--- config.mk ---
export PLATFORM = sky130hd
export DESIGN_NAME = vga_timing_gen_flat
export DESIGN_NICKNAME = d
export VERILOG_FILES = /design/src/rtl/vga_timing_gen_if.sv /design/src/rtl/vga_timing_gen.sv /design/src/flat_wrapper.sv
export SDC_FILE = /design/constraint.sdc
export NUM_CORES = 1
export LEC_CHECK = 0
export BUFFER_PORTS_ARGS = -buffer_cell sky130_fd_sc_hd__clkbuf_2
export CAP_MARGIN = 5
export CORE_ASPECT_RATIO = 1.75
export CORE_MARGIN = 5
export CORE_UTILIZATION = 60
export DETAILED_ROUTE_END_ITERATION = 10
export GPL_ROUTABILITY_DRIVEN = 0
export PLACE_DENSITY = 0.81
export SLEW_MARGIN = 20
export SYNTH_ARGS = -nofsm -noshare
export SYNTH_HDL_FRONTEND = slang
export SYNTH_SLANG_ARGS = --single-unit
--- constraint.sdc ---
create_clock -name iCLK -period 9.8 [get_ports iCLK]
set_clock_uncertainty 0.05 [all_clocks]
set_input_delay 0.49 -clock iCLK [delete_from_list [all_inputs] [get_ports iCLK]]
set_output_delay 0.49 -clock iCLK [all_outputs]
set_load 0.01 [all_outputs]
--- src/rtl/vga_timing_gen_if.sv ---
// vga_timing_gen_if: frame-buffer fetch and VGA pin bundle for the timing generator
interface vga_timing_gen_if #(
    parameter int COLOR_W = 4,
    parameter int ADDR_W  = 22
);
    logic               iScale;
    logic [COLOR_W-1:0] iRed, iGreen, iBlue;
    logic               oRequest;
    logic [ADDR_W-1:0]  oAddress;
    logic [10:0]        oCurrent_X, oCurrent_Y;
    logic               oTopOfScreen, oLineStart;
    logic [15:0]        oFrameCount;
    logic [COLOR_W-1:0] oVGA_R, oVGA_G, oVGA_B;
    logic               oVGA_HS, oVGA_VS, oVGA_BLANK, oVGA_CLOCK;

    modport master (
        input  iScale, iRed, iGreen, iBlue,
        output oRequest, oAddress, oCurrent_X, oCurrent_Y, oTopOfScreen, oLineStart,
               oFrameCount, oVGA_R, oVGA_G, oVGA_B, oVGA_HS, oVGA_VS, oVGA_BLANK, oVGA_CLOCK
    );

    modport slave (
        output iScale, iRed, iGreen, iBlue,
        input  oRequest, oAddress, oCurrent_X, oCurrent_Y, oTopOfScreen, oLineStart,
               oFrameCount, oVGA_R, oVGA_G, oVGA_B, oVGA_HS, oVGA_VS, oVGA_BLANK, oVGA_CLOCK
    );
endinterface

--- src/rtl/vga_timing_gen.sv ---
// vga_timing_gen: parametrised VGA timing and pixel-fetch sequencer with latency-aligned colour output
module vga_timing_gen #(
    parameter int COLOR_W   = 4,
    parameter int H_FRONT   = 16,
    parameter int H_SYNC    = 96,
    parameter int H_BACK    = 48,
    parameter int H_ACT     = 640,
    parameter int V_FRONT   = 10,
    parameter int V_SYNC    = 2,
    parameter int V_BACK    = 33,
    parameter int V_ACT     = 480,
    parameter int HS_POL    = 0,
    parameter int VS_POL    = 0,
    parameter int FETCH_LAT = 2,
    parameter int STRIDE    = H_ACT,
    parameter int ADDR_W    = 22
) (
    input logic              iCLK,
    input logic              iRST,
    vga_timing_gen_if.master bus
);
    localparam logic [15:0] HB  = 16'(H_FRONT + H_SYNC + H_BACK);
    localparam logic [15:0] HT  = HB + 16'(H_ACT);
    localparam logic [15:0] HS0 = 16'(H_FRONT);
    localparam logic [15:0] HS1 = 16'(H_FRONT + H_SYNC);
    localparam logic [15:0] VB  = 16'(V_FRONT + V_SYNC + V_BACK);
    localparam logic [15:0] VT  = VB + 16'(V_ACT);
    localparam logic [15:0] VS0 = 16'(V_FRONT);
    localparam logic [15:0] VS1 = 16'(V_FRONT + V_SYNC);
    localparam logic [31:0] STR = 32'(STRIDE);
    localparam logic        HP  = 1'(HS_POL);
    localparam logic        VP  = 1'(VS_POL);

    logic [15:0]        r_h, r_v, w_rx, w_ry, w_x, w_y;
    logic               w_vis, w_hwrap, w_tos;
    logic               r_scale, r_req, r_tos, r_ls, r_hs0, r_vs0;
    logic [10:0]        r_x, r_y;
    logic [ADDR_W-1:0]  r_addr;
    logic [15:0]        r_frame;
    logic [COLOR_W-1:0] r_r, r_g, r_b;
    // each stage holds {hs, vs, visible}; w_chain[k] is what stage k loads next
    logic [2:0]         r_dly [FETCH_LAT+1];
    logic [2:0]         w_chain [FETCH_LAT+1];

    always_comb begin
        w_hwrap = r_h == HT - 16'd1;
        w_tos = r_h == '0 && r_v == '0;
        w_vis = r_h >= HB && r_v >= VB;
        w_rx = r_h - HB;
        w_ry = r_v - VB;
        w_x = w_vis ? (r_scale ? w_rx >> 1 : w_rx) : '0;
        w_y = w_vis ? (r_scale ? w_ry >> 1 : w_ry) : '0;
        w_chain[0] = {r_hs0, r_vs0, r_req};
        for (int k = 0; k < FETCH_LAT; k++) w_chain[k+1] = r_dly[k];
    end

    always_ff @(posedge iCLK) begin
        if (iRST) begin
            r_h <= '0;
            r_v <= '0;
            r_scale <= 1'b0;
            r_req <= 1'b0;
            r_x <= '0;
            r_y <= '0;
            r_addr <= '0;
            r_tos <= 1'b0;
            r_ls <= 1'b0;
            r_hs0 <= 1'b0;
            r_vs0 <= 1'b0;
            r_frame <= '0;
            r_dly <= '{default: '0};
            r_r <= '0;
            r_g <= '0;
            r_b <= '0;
        end else begin
            r_h <= w_hwrap ? '0 : r_h + 16'd1;
            if (w_hwrap) r_v <= r_v == VT - 16'd1 ? '0 : r_v + 16'd1;
            r_req <= w_vis;
            r_x <= w_x[10:0];
            r_y <= w_y[10:0];
            r_addr <= ADDR_W'(32'(w_y) * STR + 32'(w_x));
            r_tos <= w_tos;
            r_ls <= r_h == HB && r_v >= VB;
            r_hs0 <= r_h >= HS0 && r_h < HS1;
            r_vs0 <= r_v >= VS0 && r_v < VS1;
            if (w_tos) begin
                r_frame <= r_frame + 16'd1;
                r_scale <= bus.iScale;
            end
            for (int k = 0; k <= FETCH_LAT; k++) r_dly[k] <= w_chain[k];
            // colour is masked by the visible flag arriving alongside it at the last stage
            r_r <= w_chain[FETCH_LAT][0] ? bus.iRed : '0;
            r_g <= w_chain[FETCH_LAT][0] ? bus.iGreen : '0;
            r_b <= w_chain[FETCH_LAT][0] ? bus.iBlue : '0;
        end
    end

    assign bus.oRequest = r_req;
    assign bus.oAddress = r_addr;
    assign bus.oCurrent_X = r_x;
    assign bus.oCurrent_Y = r_y;
    assign bus.oTopOfScreen = r_tos;
    assign bus.oLineStart = r_ls;
    assign bus.oFrameCount = r_frame;
    assign bus.oVGA_R = r_r;
    assign bus.oVGA_G = r_g;
    assign bus.oVGA_B = r_b;
    assign bus.oVGA_HS = r_dly[FETCH_LAT][2] ? HP : !HP;
    assign bus.oVGA_VS = r_dly[FETCH_LAT][1] ? VP : !VP;
    assign bus.oVGA_BLANK = r_dly[FETCH_LAT][0];
    assign bus.oVGA_CLOCK = ~iCLK;
endmodule

--- src/flat_wrapper.sv ---
// flat-port wrapper written by rule: the top's interface ports become plain ports
module vga_timing_gen_flat 
#(
    parameter int COLOR_W   = 4,
    parameter int H_FRONT   = 16,
    parameter int H_SYNC    = 96,
    parameter int H_BACK    = 48,
    parameter int H_ACT     = 640,
    parameter int V_FRONT   = 10,
    parameter int V_SYNC    = 2,
    parameter int V_BACK    = 33,
    parameter int V_ACT     = 480,
    parameter int HS_POL    = 0,
    parameter int VS_POL    = 0,
    parameter int FETCH_LAT = 2,
    parameter int STRIDE    = H_ACT,
    parameter int ADDR_W    = 22
)
  (iCLK, iRST, bus_iScale, bus_iRed, bus_iGreen, bus_iBlue, bus_oRequest, bus_oAddress, bus_oCurrent_X, bus_oCurrent_Y, bus_oTopOfScreen, bus_oLineStart, bus_oFrameCount, bus_oVGA_R, bus_oVGA_G, bus_oVGA_B, bus_oVGA_HS, bus_oVGA_VS, bus_oVGA_BLANK, bus_oVGA_CLOCK);
  vga_timing_gen_if #(.COLOR_W(COLOR_W), .ADDR_W(ADDR_W)) bus_i ();
  input logic iCLK;
  input logic iRST;
  input wire logic [$bits(bus_i.iScale)-1:0] bus_iScale;
  input wire logic [$bits(bus_i.iRed)-1:0] bus_iRed;
  input wire logic [$bits(bus_i.iGreen)-1:0] bus_iGreen;
  input wire logic [$bits(bus_i.iBlue)-1:0] bus_iBlue;
  output wire logic [$bits(bus_i.oRequest)-1:0] bus_oRequest;
  output wire logic [$bits(bus_i.oAddress)-1:0] bus_oAddress;
  output wire logic [$bits(bus_i.oCurrent_X)-1:0] bus_oCurrent_X;
  output wire logic [$bits(bus_i.oCurrent_Y)-1:0] bus_oCurrent_Y;
  output wire logic [$bits(bus_i.oTopOfScreen)-1:0] bus_oTopOfScreen;
  output wire logic [$bits(bus_i.oLineStart)-1:0] bus_oLineStart;
  output wire logic [$bits(bus_i.oFrameCount)-1:0] bus_oFrameCount;
  output wire logic [$bits(bus_i.oVGA_R)-1:0] bus_oVGA_R;
  output wire logic [$bits(bus_i.oVGA_G)-1:0] bus_oVGA_G;
  output wire logic [$bits(bus_i.oVGA_B)-1:0] bus_oVGA_B;
  output wire logic [$bits(bus_i.oVGA_HS)-1:0] bus_oVGA_HS;
  output wire logic [$bits(bus_i.oVGA_VS)-1:0] bus_oVGA_VS;
  output wire logic [$bits(bus_i.oVGA_BLANK)-1:0] bus_oVGA_BLANK;
  output wire logic [$bits(bus_i.oVGA_CLOCK)-1:0] bus_oVGA_CLOCK;
  assign bus_i.iScale = bus_iScale;
  assign bus_i.iRed = bus_iRed;
  assign bus_i.iGreen = bus_iGreen;
  assign bus_i.iBlue = bus_iBlue;
  assign bus_oRequest = bus_i.oRequest;
  assign bus_oAddress = bus_i.oAddress;
  assign bus_oCurrent_X = bus_i.oCurrent_X;
  assign bus_oCurrent_Y = bus_i.oCurrent_Y;
  assign bus_oTopOfScreen = bus_i.oTopOfScreen;
  assign bus_oLineStart = bus_i.oLineStart;
  assign bus_oFrameCount = bus_i.oFrameCount;
  assign bus_oVGA_R = bus_i.oVGA_R;
  assign bus_oVGA_G = bus_i.oVGA_G;
  assign bus_oVGA_B = bus_i.oVGA_B;
  assign bus_oVGA_HS = bus_i.oVGA_HS;
  assign bus_oVGA_VS = bus_i.oVGA_VS;
  assign bus_oVGA_BLANK = bus_i.oVGA_BLANK;
  assign bus_oVGA_CLOCK = bus_i.oVGA_CLOCK;
  vga_timing_gen #(.COLOR_W(COLOR_W), .H_FRONT(H_FRONT), .H_SYNC(H_SYNC), .H_BACK(H_BACK), .H_ACT(H_ACT), .V_FRONT(V_FRONT), .V_SYNC(V_SYNC), .V_BACK(V_BACK), .V_ACT(V_ACT), .HS_POL(HS_POL), .VS_POL(VS_POL), .FETCH_LAT(FETCH_LAT), .STRIDE(STRIDE), .ADDR_W(ADDR_W)) u_core (.iCLK(iCLK), .iRST(iRST), .bus(bus_i));
endmodule
==> results.yml, run 1 <==
global_routing:
  grt_max_degree: 70
  grt_pass1_wl_um: 24030
  grt_pass1_vias: 5222
  antenna_found_initial: 0
  grt_overflow: 0
  groute.usage.overall: 0.2339
synthesis:
  synth_common_cells: "nor2_1, dfxtp_1, ha_1"
  syn-num-nets: 800
  ys_ff_latch: 112
  synth_most_common_cell: "nor2_1"
  synth-edff-count: 0
  avgSynthCellArea_um2: 8.399
  yosys_most_used_dff: "dfxtp_1"
  synth.top_cells.by_area: "dfxtp_1, ha_1, nor2_1"
  netlist.area_leader.share: 0.3588
  syn_inst: 744
  yosysWarnings: 0
  netlist_area_um2: 6248
  async_flop_share: 0
  synth_cell_types: 66
  ys_seq_area_frac: 0.3588
  yosys.area.top_type: "dfxtp_1"
route:
  post_drt_wl_per_cell_um: 15.23
  ant_nets: 0
  drcViolationCount: 0
  drt-vias-per-instance: 5.688
  drt-pass1-iter-count: 4
  wl_um: 14440
  drt_iter0_markers: 167
  dr_total_vias: 5392
clocking:
  cts.path.max_buffers: 2
  ctsResizeCount: 0
  cts_root_buffer: "clkbuf_16"
  cts_tree: "yes"
  cts.reportedPaths.clkPinSlew_ns: 0.06
  post_cts_buffers: 0
  worstSkewPairLatency_ns: 0.42
  cts_inserted_buffers: 17
  htree_num_levels: 4
  cts_hold_buffers: 0
sta:
  slew_violations: 0
  finalHoldViolations: 0
  timing.max_slew.rel_slack: 0.3741
  report.final.setup_viol: 0
  rsz0062_at_grt: "false"
  worst_slew_pin_slew_ns: 0.9271
  setup_tns_ns: 0
die:
  dieArea_um2: 12640
  rows: 49
  die_h_um: 145
  io-pin-count: 94
  floorplan.initialDensity: 0.6103
  die_w_um: 87.14
  core_um2: 10240
power_and_ir_drop:
  power_density_nw_per_um2: 162.0
  total_power_mw: 1.184
  total_leakage_power_nw: 3.273
  peakVddDrop_mv: 0.1496
worst_hold_path:
  worstHoldPathType: "in -> reg"
setup_path:
  path_max_fanout: 16
  critPathLaunchType: "clock port"
  cp-end-kind: "output port"
  cp.arrival_ns: 5.46
  critPathRequiredTime_ns: 9.26
  crit_type: "clk -> out"
finish:
  multiInputGateArea_um2: 3684
  num_antenna_cells: 0
  drive_above_1_share: 0.1864
  nFillCells: 752
  seqCellArea_um2: 2243
  syn2layout_area_growth_pct: 16.96
  fin_nets: 864
  fin_area_um2: 7308
outcome:
  status: "finished clean"
placement:
  portBuffers: 93
  dp_hpwl_um: 10160
  place_area_um2: 6664
flow_run:
  drv_cap: 0
-- metal layers --
metal	wire length, µm	up-vias	global-route usage	part of all wire
met3	616	46	0.04538	0.043
met4	570	0	0.1221	0.039
met2	7780	136	0.4189	0.54
met5	0	-	0	0
met1	5472	2512	0.2511	0.38
li1	-	2698	-	-
-- cell families (layout without fill, tap and decap cells) --
family | after synthesis | in the layout | synth area share
simple gates | 313 | 313 | 0.2593
compound gates | 122 | 122 | 0.1290
flops | 112 | 112 | 0.3588
buf+inv | 76 | 153 | 0.05166
xor+xnor | 66 | 66 | 0.09371
fa+ha+maj | 41 | 41 | 0.08450
mux | 14 | 14 | 0.02303
-- path summary, 6_finish.rpt --
path / depth (start not counted) / slack, ns / end / start
setup / recovery: 4 / 3.80 / bus_oVGA_CLOCK / iCLK
hold / removal: 2 / 0.21 / u_core.bus.oVGA_G[3]$_SDFF_PP0_ / bus_iGreen[3]
setup reg to reg: 16 / 4.27 / u_core.bus.oAddress[21]$_SDFF_PP0_ / u_core.r_v[8]$_SDFFE_PP0P_
hold reg to reg: 1 / 0.38 / u_core.r_dly[5]$_SDFF_PP0_ / u_core.r_dly[8]$_SDFF_PP0_
-- registers in the layout, indices dropped and copies added, names as in the netlist, 4 cells and up --
name,cells
u_core.r_v,16
u_core.bus.oVGA_B,4
u_core.bus.oVGA_G,4
u_core.bus.oCurrent_Y,11
u_core.bus.oCurrent_X,4
u_core.bus.oAddress,22
u_core.r_h,16
u_core.bus.oVGA_R,4
u_core.r_dly,8
u_core.bus.oFrameCount,16
-- critical path, stage by stage --
cell and delay [ns]:
clkbuf_16 0.20, clkbuf_16 0.19, inv_1 0.05, clkbuf_2 0.12
-- power breakdown --
| group | total (mW) | switching, mW | leakage, nW | internal, mW |
|---|---|---|---|---|
| Combinational | 0.0421 | 0.0265 | 2.04 | 0.0156 |
| Sequential | 0.464 | 0.00513 | 0.903 | 0.459 |
| Clock | 0.677 | 0.241 | 0.325 | 0.436 |
-- area by class of cell --
class	instances	share of cell area
multi-input cells	556	0.5040
clock inverters	16	0.03047
inverters	25	0.01284
flip-flops and latches	112	0.3070
well taps	127	0.02174
repair buffers	94	0.06506
clock buffers	18	0.05889
-- cell usage in the layout, fill, tap and decap left out, drive strengths merged, types with 3 or more instances in the layout --
| master | n |
|---|---|
| a21oi | 36 |
| a21o | 9 |
| ha | 39 |
| dfxtp | 112 |
| nand2 | 35 |
| a31oi | 3 |
| o211ai | 3 |
| bufinv | 4 |
| or3 | 16 |
| and2 | 15 |
| nand4 | 11 |
| nand2b | 6 |
| o21a | 5 |
| inv | 33 |
| o21bai | 3 |
| o21ai | 27 |
| nor3 | 22 |
| nand3 | 19 |
| or4 | 4 |
| xor2 | 37 |
| mux2 | 3 |
| or2 | 8 |
| clkbuf | 110 |
| and3 | 9 |
| clkinv | 4 |
| nor4b | 3 |
| xnor2 | 29 |
| a211oi | 15 |
| nor2b | 29 |
| nor4 | 13 |
| mux2i | 11 |
| nor2 | 115 |
| a211o | 3 |
-- per-stage QoR --
stage | instances | setup WS (ns) | util | hold slack [ns]
after floorplan | 744 | 4.289 | - | 0.3638
after global placement | 916 | 4.219 | 0.6509 | 0.3656
after detailed placement | 916 | 4.219 | 0.6509 | 0.3723
after CTS | 948 | 3.787 | 0.7138 | 0.2116
after global routing | 948 | 3.776 | 0.7138 | 0.2087
final | 948 | 3.795 | 0.7138 | 0.2137
Note: power is estimated with default switching activity, not from simulation.
==> inputs of run 2 (changes only) <==
- ABC_AREA: unset -> 1
- CORE_UTILIZATION: 60 -> 53
- PLACE_DENSITY: 0.81 -> 0.76
- clock period: 9.8 -> 5 ns (I/O delays scaled with it)
==> results.yml, run 2 <==
setup_path:
  critPathRequiredTime_ns: 5.26
  slowest_delay_ns: 0.52
  rrSetupSlack_ns: 0.34
  r2r_end: "u_core.bus.oAddress[20]$_SDFF_PP0_"
  r2r_cells: 26
  cp_slowest_cell: "dfxtp_1"
  reg2reg_from: "u_core.r_v[5]$_SDFFE_PP0P_"
  critPathLaunchType: "flip-flop"
  path_max_fanout: 18
  crit_type: "reg -> reg"
  cp.arrival_ns: 4.92
  startpoint: "u_core.r_v[5]$_SDFFE_PP0P_"
  path_buf_inv: 4
  cp-end-kind: "flip-flop"
  path_depth: 26
  worst_path_dominant_cell_family: "simple AND/OR/NAND/NOR gates"
  cpMostUsedCell: "nand2_1"
synthesis:
  yosysWarnings: 0
  async_flop_share: 0
  syn-num-nets: 969
  synth_top_family_by_area: "simple AND/OR/NAND/NOR gates"
  synthSimpleGateAreaFrac: 0.3328
  synth_cell_types: 49
  syn_inst: 913
  synth_common_cells: "nor2_1, nand2_1, inv_1"
  yosys.area.top_type: "dfxtp_1"
  netlist.area_leader.share: 0.3375
  synth_most_common_cell: "nor2_1"
  muxShareOfSynthArea: 0
  synth-compound-area-share: 0.1111
  synth.top_cells.by_area: "dfxtp_1, nor2_1, nand2_1"
  ys_seq_area_frac: 0.3375
  synth-edff-count: 0
  yosys_most_used_dff: "dfxtp_1"
  avgSynthCellArea_um2: 7.277
  ys_ff_latch: 112
  netlist_area_um2: 6644
  synthAdderAreaFrac: 0.07947
  synth-xor-area-share: 0.03427
global_routing:
  groute.usage.overall: 0.2370
  grt_pass1_vias: 6249
  antenna_found_initial: 0
  grt_pass1_wl_um: 27810
  grt_max_degree: 33
  grt_overflow: 0
finish:
  num_antenna_cells: 0
  fin_area_um2: 7938
  nFillCells: 1097
  fin_nets: 1073
  syn2layout_area_growth_pct: 19.47
  largest_register_ffs: 22
  multiInputGateArea_um2: 3722
  drive_above_1_share: 0.2165
  final_cell_mix: "nand2_1, nor2_1, inv_1"
  seqCellArea_um2: 2243
clocking:
  worstSkewPairLatency_ns: 0.43
  cts_tree: "yes"
  htree_num_levels: 4
  post_cts_buffers: 0
  cts_inserted_buffers: 17
  cts_root_buffer: "clkbuf_16"
  cts.reportedPaths.clkPinSlew_ns: 0.06
  cts.path.max_buffers: 2
power_and_ir_drop:
  power_density_nw_per_um2: 279.8
  total_leakage_power_nw: 3.856
  total_power_mw: 2.221
  peakVddDrop_mv: 0.2691
die:
  die_h_um: 158.1
  dieArea_um2: 14960
  die_w_um: 94.64
  floorplan.initialDensity: 0.5373
  io-pin-count: 94
  core_um2: 12360
  rows: 54
route:
  ant_nets: 0
  drt-vias-per-instance: 5.265
  drcViolationCount: 0
  drt-pass1-iter-count: 5
  drt_iter0_markers: 281
  post_drt_wl_per_cell_um: 14.36
  wl_um: 17210
  dr_total_vias: 6308
sta:
  report.final.setup_viol: 0
  postLayoutSetupSlackWorst_ns: 0.3371
  max_freq_mhz: 214.5
  finalCritPeriodShare: 0.9326
  timing.max_slew.rel_slack: 0.4536
  worst_slew_pin_slew_ns: 0.8187
  slew_violations: 0
  fin_crit_ns: 4.663
  finalHoldViolations: 0
  setup_tns_ns: 0
worst_hold_path:
  worstHoldPathType: "in -> reg"
  whs_endpoint: "u_core.r_scale$_SDFFE_PP0P_"
  worst_hold_path.num_cells: 3
  min_from: "bus_iScale"
placement:
  dp_hpwl_um: 12770
  dp_slack_ns: 0.2674
  portBuffers: 93
  place_area_um2: 7218
flow_run:
  drv_cap: 0
outcome:
  status: "finished clean"
[run 2: cell count changes after synthesis, sizes merged, moves of 25 or more]
cell    previous run  this run
nand2             35       148
xnor2             29         2
clkbuf            33         8
nand3             19        52
inv               26       146
nor2             115       165
nor2b             29         0
[run 2: repair_timing]
action / in CTS / in global routing
resized for setup: 0 / 4
hold buffers: 12 / 0
endpoints found under the setup margin: 0 / 3
endpoints found under the hold margin: 12 / 0
[run 2: cell families after synthesis]
family                   Yosys count
AND/OR/NAND/NOR                  433
AO/OA/AOI/OAI                    131
flip-flops                       112
XOR/XNOR                          26
adder cells (fa/ha/maj)           41
buffers and inverters            170
[run 2: tightest hold or removal path, cell delays in order]
cell	delay (ns)
clkbuf_2	0.09
o21ai_0	0.07
a21oi_1	0.11
[run 2: cell type report]
cell class / instances / area share
Timing Repair Buffer: 108 / 0.07692
Clock buffer: 19 / 0.05738
Inverter: 145 / 0.07078
Tap cell: 168 / 0.02648
Clock inverter: 15 / 0.01687
Multi-Input combinational cell: 631 / 0.4689
Sequential cell: 112 / 0.2826
[run 2: power by group]
part | switching (mW) | leakage [nW] | internal, mW
clock | 0.516 | 0.302 | 0.696
sequential | 0.00631 | 0.904 | 0.900
combinational | 0.0692 | 2.65 | 0.0336
[run 2: per-layer routing]
metal	GRT usage	up-vias	wire, µm
li1	-	3153	-
met1	0.2231	2882	6120
met2	0.4627	204	9354
met3	0.04280	69	843
met4	0.1356	0	888
met5	0	-	0
[run 2: through the flow]
| stage | hold slack [ns] | utilization | std cells |
|---|---|---|---|
| finish | 0.09197 | 0.6420 | 1198 |
| global route | 0.1173 | 0.6420 | 1198 |
| CTS | 0.09650 | 0.6405 | 1198 |
| detailed placement | 0.3245 | 0.5838 | 1154 |
| global placement | 0.3245 | 0.5838 | 1154 |
| floorplan | 0.2435 | - | 913 |
[run 2: worst max-delay path by stage]
| stage | to | slack (ns) |
|---|---|---|
| floorplan | u_core.bus.oAddress[20]$_SDFF_PP0_ | 0.55 |
| global placement | u_core.bus.oAddress[20]$_SDFF_PP0_ | 0.39 |
| detailed placement | u_core.bus.oAddress[20]$_SDFF_PP0_ | 0.27 |
| CTS | u_core.bus.oAddress[20]$_SDFF_PP0_ | 0.22 |
| global route | u_core.bus.oAddress[20]$_SDFF_PP0_ | -0.02 |
| finish | u_core.bus.oAddress[20]$_SDFF_PP0_ | 0.34 |
==> inputs of run 3 (changes only) <==
- CORE_UTILIZATION: 53 -> 60
- PLACE_DENSITY: 0.76 -> unset
- PLACE_DENSITY_LB_ADDON: unset -> 0.15
- clock period: 5 -> 5.38 ns (I/O delays scaled with it)
==> results.yml, run 3 (synthesis results as in run 2) <==
global_routing:
  antenna_found_initial: 0
  grt_overflow: 0
  groute.usage.overall: 0.2590
  grt_pass1_vias: 5998
  grt_pass1_wl_um: 26870
  grt_max_degree: 33
sta:
  worst_slew_pin_slew_ns: 0.8034
  finalHoldViolations: 0
  slew_violations: 0
  rsz0062_at_grt: "false"
  setup_tns_ns: 0
  max_freq_mhz: 204.8
  report.final.setup_viol: 0
  fin_crit_ns: 4.883
  finalCritPeriodShare: 0.9077
  timing.max_slew.rel_slack: 0.4638
route:
  drt_iter0_markers: 235
  ant_nets: 0
  drcViolationCount: 0
  post_drt_wl_per_cell_um: 14.06
  drt-pass1-iter-count: 6
  dr_total_vias: 6219
  wl_um: 16310
  drt-vias-per-instance: 5.361
setup_path:
  cp_slowest_cell: "fa_1"
  reg2reg_from: "u_core.r_v[0]$_SDFFE_PP0P_"
  cp-end-kind: "flip-flop"
  cpMostUsedCell: "ha_1"
  critPathLaunchType: "flip-flop"
  slowest_delay_ns: 0.41
  path_max_fanout: 18
  cp.arrival_ns: 5.13
  critPathRequiredTime_ns: 5.63
  crit_type: "reg -> reg"
  r2r_end: "u_core.bus.oAddress[20]$_SDFF_PP0_"
  rrSetupSlack_ns: 0.50
  r2r_cells: 28
power_and_ir_drop:
  total_leakage_power_nw: 3.829
  power_density_nw_per_um2: 261.6
  peakVddDrop_mv: 0.2576
  total_power_mw: 2.056
clocking:
  cts.path.max_buffers: 2
  worstSkewPairLatency_ns: 0.42
  cts_tree: "yes"
  cts_inserted_buffers: 17
  cts_root_buffer: "clkbuf_16"
  htree_num_levels: 4
  cts.reportedPaths.clkPinSlew_ns: 0.06
finish:
  num_antenna_cells: 0
  largest_register_ffs: 22
  fin_area_um2: 7859
  drive_above_1_share: 0.2121
  layout_commonest_cell: "nor2_1"
  multiInputGateArea_um2: 3705
  seqCellArea_um2: 2242
  syn2layout_area_growth_pct: 18.29
  fin_nets: 1071
  nFillCells: 922
  instances_no_fill: 1160
  final_cell_mix: "nor2_1, nand2_1, inv_1"
flow_run:
  drv_cap: 0
die:
  die_h_um: 149.2
  io-pin-count: 94
  die_w_um: 89.55
  floorplan.initialDensity: 0.6053
  core_um2: 10980
  rows: 51
  dieArea_um2: 13360
outcome:
  status: "finished clean"
placement:
  portBuffers: 93
  dp.cells: 1116
  place_area_um2: 7158
  dp_hpwl_um: 12230
worst_hold_path:
  worstHoldPathType: "in -> reg"
  worst_hold_path.num_cells: 3
  whs_endpoint: "u_core.r_scale$_SDFFE_PP0P_"
  min_from: "bus_iScale"
## run 3: changes by cell type in the layout (fill, tap and decap cells not counted)
| cell | delta |
|---|---|
| buf_4 | -2 |
| clkinv_4 | -1 |
| dfxtp_1 | +1 |
| dfxtp_2 | -1 |
| inv_6 | +1 |
| nor2_1 | +1 |
| nor2_2 | -1 |
| nor4_1 | +1 |
| nor4_4 | -1 |
## run 3: layer usage
metal | routed length, µm | track usage | vias to the layer above | share of wire
li1 | - | - | 3153 | -
met1 | 5891 | 0.2571 | 2804 | 0.36
met2 | 8755 | 0.4765 | 200 | 0.54
met3 | 805 | 0.04533 | 62 | 0.049
met4 | 856 | 0.1557 | 0 | 0.052
met5 | 0 | 0 | - | 0
## run 3: critical path, delay by kind of cell (launching register included)
kind | cells | cell delay (ns)
flip-flops | 1 | 0.32
AO/OA/AOI/OAI | 3 | 0.44
buffers and inverters | 5 | 0.50
adder cells (fa/ha/maj) | 5 | 1.56
XOR/XNOR | 1 | 0.15
AND/OR/NAND/NOR | 14 | 1.70
## run 3: report_power, final
part | internal [mW] | leakage [nW] | switching (mW)
Sequential | 0.836 | 0.903 | 0.00531
Combinational | 0.0295 | 2.62 | 0.0622
Clock | 0.648 | 0.302 | 0.475
Total | 1.51 | 3.83 | 0.543
## run 3: final cells by class
type,count,area share
multi-input cells,631,0.4714
flip-flops and latches,112,0.2853
repair buffers,106,0.07578
inverters,145,0.07149
clock buffers,19,0.05795
well taps,132,0.02102
clock inverters,15,0.01704
## run 3: timing repair
action,CTS,global route
setup buffers,0,0
resized for setup,0,0
hold buffers,12,0
endpoints found under the hold margin,12,0
## run 3: per-stage QoR
stage	utilization	worst slack, ns	hold WS, ns
global placement	0.6522	0.6911	0.3392
detailed placement	0.6522	0.5477	0.3423
CTS	0.7160	0.5103	0.1060
floorplan	-	0.9282	0.2625
global route	0.7160	0.1322	0.1565
finish	0.7160	0.4967	0.1122
## run 3: how the worst max path moves through the flow
stage                               start                                 end  slack (ns)  cells past startpoint
2_1_floorplan  u_core.r_v[0]$_SDFFE_PP0P_  u_core.bus.oAddress[20]$_SDFF_PP0_        0.93                     27
4_1_cts        u_core.r_v[0]$_SDFFE_PP0P_  u_core.bus.oAddress[20]$_SDFF_PP0_        0.51                     28
6_report       u_core.r_v[0]$_SDFFE_PP0P_  u_core.bus.oAddress[20]$_SDFF_PP0_        0.50                     28
5_1_grt        u_core.r_v[0]$_SDFFE_PP0P_  u_core.bus.oAddress[20]$_SDFF_PP0_        0.13                     28
3_3_place_gp   u_core.r_v[0]$_SDFFE_PP0P_  u_core.bus.oAddress[20]$_SDFF_PP0_        0.69                     28
3_5_place_dp   u_core.r_v[0]$_SDFFE_PP0P_  u_core.bus.oAddress[20]$_SDFF_PP0_        0.55                     28
